## src/rtl/rr_stream_arbiter.sv

```systemverilog
// rr_stream_arbiter: N-input round-robin arbiter sharing one valid/ready channel.
//
// A grant stays locked to a requester until it sends a beat with last=1, so
// multi-beat bursts are never interleaved. The output is a single registered
// stage with full throughput (pop and refill in the same cycle).
//
// Ports:
//   clk        - clock, rising edge
//   rst        - asynchronous active-low reset
//   up_valid   - per-requester valid (N)
//   up_data    - per-requester data, requester i at [i*DW +: DW]
//   up_last    - per-requester end-of-burst flag (N)
//   up_ready   - per-requester ready, at most one bit high (N)
//   down_valid - output beat valid (registered)
//   down_data  - output beat data (registered)
//   down_last  - output beat last flag (registered)
//   down_src   - index of requester that produced the output beat (registered)
//   down_ready - downstream ready
module rr_stream_arbiter #(
  parameter int unsigned N  = 4,
  parameter int unsigned DW = 16,
  localparam int unsigned SW = (N > 1) ? $clog2(N) : 1
) (
  input  logic            clk,
  input  logic            rst,
  input  logic [N-1:0]    up_valid,
  input  logic [N*DW-1:0] up_data,
  input  logic [N-1:0]    up_last,
  output logic [N-1:0]    up_ready,
  output logic            down_valid,
  output logic [DW-1:0]   down_data,
  output logic            down_last,
  output logic [SW-1:0]   down_src,
  input  logic            down_ready
);

  logic [SW-1:0] ptr_q, ptr_d;
  logic          lock_q, lock_d;
  logic [SW-1:0] lock_id_q, lock_id_d;
  logic          down_valid_q, down_valid_d;
  logic [DW-1:0] down_data_q, down_data_d;
  logic          down_last_q, down_last_d;
  logic [SW-1:0] down_src_q, down_src_d;

  logic          accept;
  logic [N-1:0]  gnt;
  logic          xfer;
  logic [SW-1:0] xfer_id;
  logic [DW-1:0] xfer_data;
  logic          xfer_last;

  assign accept = !down_valid_q || down_ready;

  // Grant depends only on lock state, pointer and up_valid, never on data/last.
  always_comb begin
    logic          found;
    logic [SW-1:0] idx;
    gnt   = '0;
    found = 1'b0;
    idx   = '0;
    if (lock_q) begin
      // Held even if the locked requester drops valid: that is the lock bubble.
      gnt[lock_id_q] = 1'b1;
    end else begin
      for (int unsigned k = 0; k < N; k++) begin
        idx = SW'((32'(ptr_q) + k) % N);
        if (!found && up_valid[idx]) begin
          gnt[idx] = 1'b1;
          found    = 1'b1;
        end
      end
    end
  end

  assign up_ready = accept ? (gnt & up_valid) : '0;
  assign xfer     = |up_ready;

  // up_ready is one-hot, so the last match is the only match.
  always_comb begin
    xfer_id   = '0;
    xfer_data = '0;
    xfer_last = 1'b0;
    for (int unsigned i = 0; i < N; i++) begin
      if (up_ready[i]) begin
        xfer_id   = SW'(i);
        xfer_data = up_data[i*DW +: DW];
        xfer_last = up_last[i];
      end
    end
  end

  always_comb begin
    ptr_d        = ptr_q;
    lock_d       = lock_q;
    lock_id_d    = lock_id_q;
    down_valid_d = down_valid_q;
    down_data_d  = down_data_q;
    down_last_d  = down_last_q;
    down_src_d   = down_src_q;

    // Pop clears valid only; payload registers keep their last value.
    if (down_valid_q && down_ready) begin
      down_valid_d = 1'b0;
    end

    if (xfer) begin
      down_valid_d = 1'b1;
      down_data_d  = xfer_data;
      down_last_d  = xfer_last;
      down_src_d   = xfer_id;
      if (xfer_last) begin
        lock_d = 1'b0;
        ptr_d  = (32'(xfer_id) == N - 1) ? '0 : xfer_id + 1'b1;
      end else begin
        lock_d    = 1'b1;
        lock_id_d = xfer_id;
      end
    end
  end

  always_ff @(posedge clk or negedge rst) begin
    if (!rst) begin
      ptr_q        <= '0;
      lock_q       <= 1'b0;
      lock_id_q    <= '0;
      down_valid_q <= 1'b0;
      down_data_q  <= '0;
      down_last_q  <= 1'b0;
      down_src_q   <= '0;
    end else begin
      ptr_q        <= ptr_d;
      lock_q       <= lock_d;
      lock_id_q    <= lock_id_d;
      down_valid_q <= down_valid_d;
      down_data_q  <= down_data_d;
      down_last_q  <= down_last_d;
      down_src_q   <= down_src_d;
    end
  end

  assign down_valid = down_valid_q;
  assign down_data  = down_data_q;
  assign down_last  = down_last_q;
  assign down_src   = down_src_q;

endmodule

```

## config.mk

```make
export PLATFORM = sky130hd
export DESIGN_NAME = rr_stream_arbiter
export DESIGN_NICKNAME = d
export VERILOG_FILES = /design/src/rtl/rr_stream_arbiter.sv
export SDC_FILE = /design/constraint.sdc
export NUM_CORES = 1
export LEC_CHECK = 0
export BUFFER_PORTS_ARGS = -buffer_cell sky130_fd_sc_hd__buf_2
export CORE_UTILIZATION = 50
export DETAILED_ROUTE_END_ITERATION = 6
export PLACE_DENSITY_LB_ADDON = 0.1
export SLEW_MARGIN = 25
export SYNTH_ARGS = -nofsm -noshare
export SYNTH_HDL_FRONTEND = slang
export SYNTH_SLANG_ARGS = --single-unit
```

## constraint.sdc

```tcl
create_clock -name clk -period 4.85 [get_ports clk]
set_input_delay 0.97 -clock clk [delete_from_list [all_inputs] [get_ports clk]]
set_output_delay 0.97 -clock clk [all_outputs]
set_load 0.005 [all_outputs]
```

* Yosys cells after proc, flatten, opt, wreduce, memory -nomap -nowiden
Cells that the tools add are included. W data, S select, Z words.
Storage, ports and cells: register bits 25
Operators by class: $lt $le $gt $ge 10, reduce and logical (&&, ||, !) cells 18, $add $sub $neg 4, eq/ne operators 1, mux-type cells 48, bitwise logic cells 5
Operator list (number):
- $mux W16 | 4
- $mux W4 | 9
- $mux W1 | 23
- $lt A2 B3 Y1 const B | 5
- $or A4 B4 Y4 | 3
- $demux W1 S2 | 5
- $ge A2 B1 Y1 const B | 5
- $logic_and A1 B1 Y1 | 9
- $bmux W1 S2 | 4
- $mux W2 | 3
- $add A2 B1 Y2 const B | 2
- $add A2 B2 Y2 const B | 2
- $and A4 B4 Y4 | 1
- $logic_not A1 Y1 | 4
- $reduce_and A2 Y1 | 2
- $reduce_or A4 Y1 | 1
- $eq A2 B2 Y1 const B | 1
- $reduce_bool A2 Y1 | 1
- $logic_or A1 B1 Y1 | 1
- $not A1 Y1 | 1

* Longest topological paths before layout
depth in word-level cells 24, depth in mapped cells 13, mapped depth without buffers 10

* Worst setup path before layout
OpenSTA, ideal clock, no wires.
kind input to output, from input up_valid[2], to output up_ready[2], arrival time 2680 ps, stages 8, slack 1200 ps, path buffers 3, data required time 3880 ps, cell sequence clkbuf_1 or3b_1 a2111oi_4 o21ai_1 a31o_2 inv_2 buf_4 buf_6
Between the ends: cells in the longest elaborated chain, start to end 18, elaborated cells on any way between the ends 33
RTL lines:
- start: declaration | RTL line 26 | input logic [N-1:0] up_valid,
- $bmux W1 S2 | RTL line 67 | if (!found && up_valid[idx]) begin
- $mux W1 (implied by the code) | RTL line 67
- $mux W1 | RTL line 67
- $mux W1 | RTL line 61 | if (lock_q) begin
- $logic_not A1 Y1 | RTL line 67
- $logic_and A1 B1 Y1 | RTL line 67
- $mux W1 | RTL line 67
- $mux W1 | RTL line 61
- [... 2 more ...]
- $mux W1 | RTL line 67
- $mux W1 | RTL line 61
- $logic_not A1 Y1 | RTL line 67
- $logic_and A1 B1 Y1 | RTL line 67
- $mux W4 | RTL line 67
- $mux W4 | RTL line 61
- $and A4 B4 Y4 (*) | RTL line 75 | assign up_ready = accept ? (gnt & up_valid) : '0;
- $mux W4 (*) | RTL line 75
- end: declaration | RTL line 29 | output logic [N-1:0] up_ready,
Mark *: on every way between the ends. The rest lies on a longest branch, timed or not. The select of a mux whose other input is x is not followed.

* Final worst setup path
from register ptr_q[0], to output up_ready[2]
Between the ends: cells in the longest elaborated chain, start to end 18, elaborated cells on any way between the ends 56
RTL lines:
- start: declaration | RTL line 37 | logic [SW-1:0] ptr_q, ptr_d;
- start signal: assignment | RTL line 131 | ptr_q <= ptr_d;
- parallel branches: the longest is 14 deep, another holds $lt A2 B3 Y1
- $mux W4 (*) | RTL line 67
- $mux W4 (*) | RTL line 61
- $and A4 B4 Y4 (*) | RTL line 75
- $mux W4 (*) | RTL line 75
Every way passes the cells marked *. The select of a mux whose other input is x is not followed.

==> results.cfg <==
[status]
status = complete, no violations

[die]
die_x_um = 64.5
core.rowCount = 22
ioPinCount = 99
die-area_mm2 = 0.00416
initial_core_util = 0.526
die_h_um = 64.5
coreArea_mm2 = 0.00372

[pwr]
clock_power_share = 0.077
ir_worst_vdd_v = 0.000264
leakagePower_nw = 1.31
p_per_area_mw_per_mm2 = 647
p_sw_frac = 0.461
comb_power_share = 0.663
p_switching_w = 0.000739
internal-power_w = 0.000865
power_w = 0.00160
seqPwrFrac = 0.259

[synthesis]
synthDistinctLibCells = 47
synth_edf_count = 0
synth_area_mm2 = 0.00195
synth_cells = 215
synth_top_area_share = 0.320
synthFlopType = dfrtp_1
seq_area_frac_synth = 0.320
syn_area_per_cell_um2 = 9.08
yosys_warnings = 0
synth_nets = 297
synthTopCellsByArea = dfrtp_1, a221oi_2, a21o_1
synth_async_sr_flop_share = 1.00
synth_largest_area_cell = dfrtp_1
synth_common_cells = nand2_1, dfrtp_1, nor2_1, o21ai_1, a21o_1
ys_seq_elements = 25
yosysMostFrequentCell = nand2_1

[timing]
rsz0062_at_grt = false
max_slew_margin = 0.458
tightest_slew_ps = 813
min_period_ps = 4220
slew_violations = 0
hold_violations = 0
fin_crit_sh = 0.870
fin_setup_tns_ps = 0
fmax_mhz = 237
skew_ps = 3.08
finalSetupViolations = 0

[clock_tree]
hold_buffers = 0
clkLatencyLatePin_ps = 270
ctsLongestPathBuffers = 2
post_cts_buffers = 0
cts_tree = built
cts_buffers = 3
ctsResizeCount = 0
clk_pin_slew_worst_paths_ps = 90
clockRootBuffer = clkbuf_8
htreeDepth = 1
clkSinkCount = 25

[global_route]
grt_use_total = 0.261
antenna_found_initial = 0
grt_pass1_vias = 1861
grt_max_degree = 26
gr-total-overflow = 0
grt_pass1_wl_um = 8420

[setup_path]
endpoint = up_ready[2]
reg2reg_to = down_data[3]$_DFFE_PN0P_
reg2regPathDepth = 9
worstPathRequired_ps = 3880
worstReg2RegStart = ptr_q[0]$_DFFE_PN0P_
cp.arrival_ps = 3250
end_kind = output pin
startpoint_type = flop
worstSetupPathType = flop to output pin
setup.worst_path.start = ptr_q[0]$_DFFE_PN0P_
critPathMaxFanout = 21
ff2ff_setup_slack_ps = 1240

[worst_hold_path]
hp-class = flop to flop
hold_path_depth = 2

[routing]
vias_per_cell = 5.72
wire_per_inst_um = 14.7
ant_nets = 0
firstDrtPassIters = 4
wl_met3_um = 300
wl_met2_um = 2590
top_layer = met4
drc_errors = 0
vias = 2015
met1_length_um = 2220
drt_iter0_markers = 191
wl_um = 5170

[final_layout]
area_growth_pct = 27.0
drive_above_1_share = 0.424
antenna_cells = 0
nFillCells = 322
layout.nets = 387
final_util = 0.668

[placement]
gp_congestion = 0.933
port-buffer-count = 98
hpwl_um = 3880

[run]
max_cap_viol_count = 0
==> cell families after synthesis <==
| kind of cell | Yosys count | share of synthesized area |
|---|---|---|
| compound gates | 86 | 0.368 |
| simple gates | 67 | 0.160 |
| flops | 25 | 0.320 |
| buf+inv | 25 | 0.0685 |
| fa+ha+maj | 7 | 0.0448 |
| mux | 5 | 0.0391 |
==> sequential cells by signal, summed over array words and instances, names as in the netlist <==
| name | cells |
|---|---|
| down_valid | 1 |
| ptr_q | 2 |
| lock_id_q | 2 |
| lock_q | 1 |
| down_last | 1 |
| down_data | 16 |
| down_src | 2 |
==> critical path, cell delays in order, from the launching register on <==
cell     delay (ps)
dfrtp_1         620
inv_1           200
ha_1            480
or3b_2          460
a21oi_1         250
o21ai_1         150
a31o_2          290
inv_2           320
buf_2           190
==> worst min-delay path by stage <==
stage / startpoint / endpoint / slack, ps
final: down_src[1]$_DFFE_PN0P_ / down_src[1]$_DFFE_PN0P_ / 480
after floorplan: down_src[1]$_DFFE_PN0P_ / down_src[1]$_DFFE_PN0P_ / 470
after detailed placement: down_src[1]$_DFFE_PN0P_ / down_src[1]$_DFFE_PN0P_ / 470
after CTS: down_src[1]$_DFFE_PN0P_ / down_src[1]$_DFFE_PN0P_ / 490
after global placement: down_last$_DFFE_PN0P_ / down_last$_DFFE_PN0P_ / 450
after global routing: down_last$_DFFE_PN0P_ / down_last$_DFFE_PN0P_ / 520
==> per-stage QoR <==
step / hold WS (ps) / cell area (um^2) / setup slack (ps) / std cells
finish: 480 / 2480 / 633 / 352
global route: 520 / 2480 / 401 / 352
CTS: 488 / 2480 / 632 / 352
detailed placement: 467 / 2440 / 944 / 348
global placement: 454 / 2440 / 1020 / 348
floorplan: 469 / 1950 / 1200 / 215
==> power by group through the flow <==
stage | logic, W | clock network (W) | registers [W]
3_5_place_dp | 0.00107 | 0 | 0.000419
3_3_place_gp | 0.00105 | 0 | 0.000415
4_1_cts | 0.00107 | 0.000128 | 0.000416
5_1_grt | 0.00120 | 0.000136 | 0.000434
2_1_floorplan | 0.000802 | 0 | 0.000401
6_report | 0.00106 | 0.000124 | 0.000416
==> metal layers <==
| layer | up-vias | GRT usage |
|---|---|---|
| met4 | 0 | 0.0806 |
| met5 | - | 0 |
| met3 | 6 | 0.0282 |
| met2 | 81 | 0.453 |
| met1 | 944 | 0.338 |
| li1 | 984 | - |
==> final cells by class <==
cell class	count	area [um^2]	area share
clock buffers	4	45.0	0.0182
inverters	10	37.5	0.0151
multi-input cells	165	1210	0.487
flip-flops and latches	25	626	0.252
well taps	48	60.1	0.0242
repair buffers	100	505	0.204
==> cells in the final DEF, fill, tap and decap left out, drive strengths merged, types with 2 or more instances in the layout <==
master | Yosys | layout
a31oi | 2 | 2
buf | 11 | 100
or3b | 3 | 3
nor2 | 23 | 23
inv | 10 | 10
a221o | 2 | 2
a31o | 2 | 2
nand3 | 3 | 3
nand3b | 2 | 2
mux2i | 2 | 2
a21oi | 4 | 4
o21a | 4 | 4
mux4 | 2 | 2
a221oi | 17 | 17
o21ai | 24 | 24
ha | 7 | 7
a41oi | 4 | 4
nor2b | 2 | 2
nand2 | 29 | 29
clkbuf | 4 | 4
dfrtp | 25 | 25
a21o | 17 | 17
No activity file was read; power rests on OpenSTA's default activity.
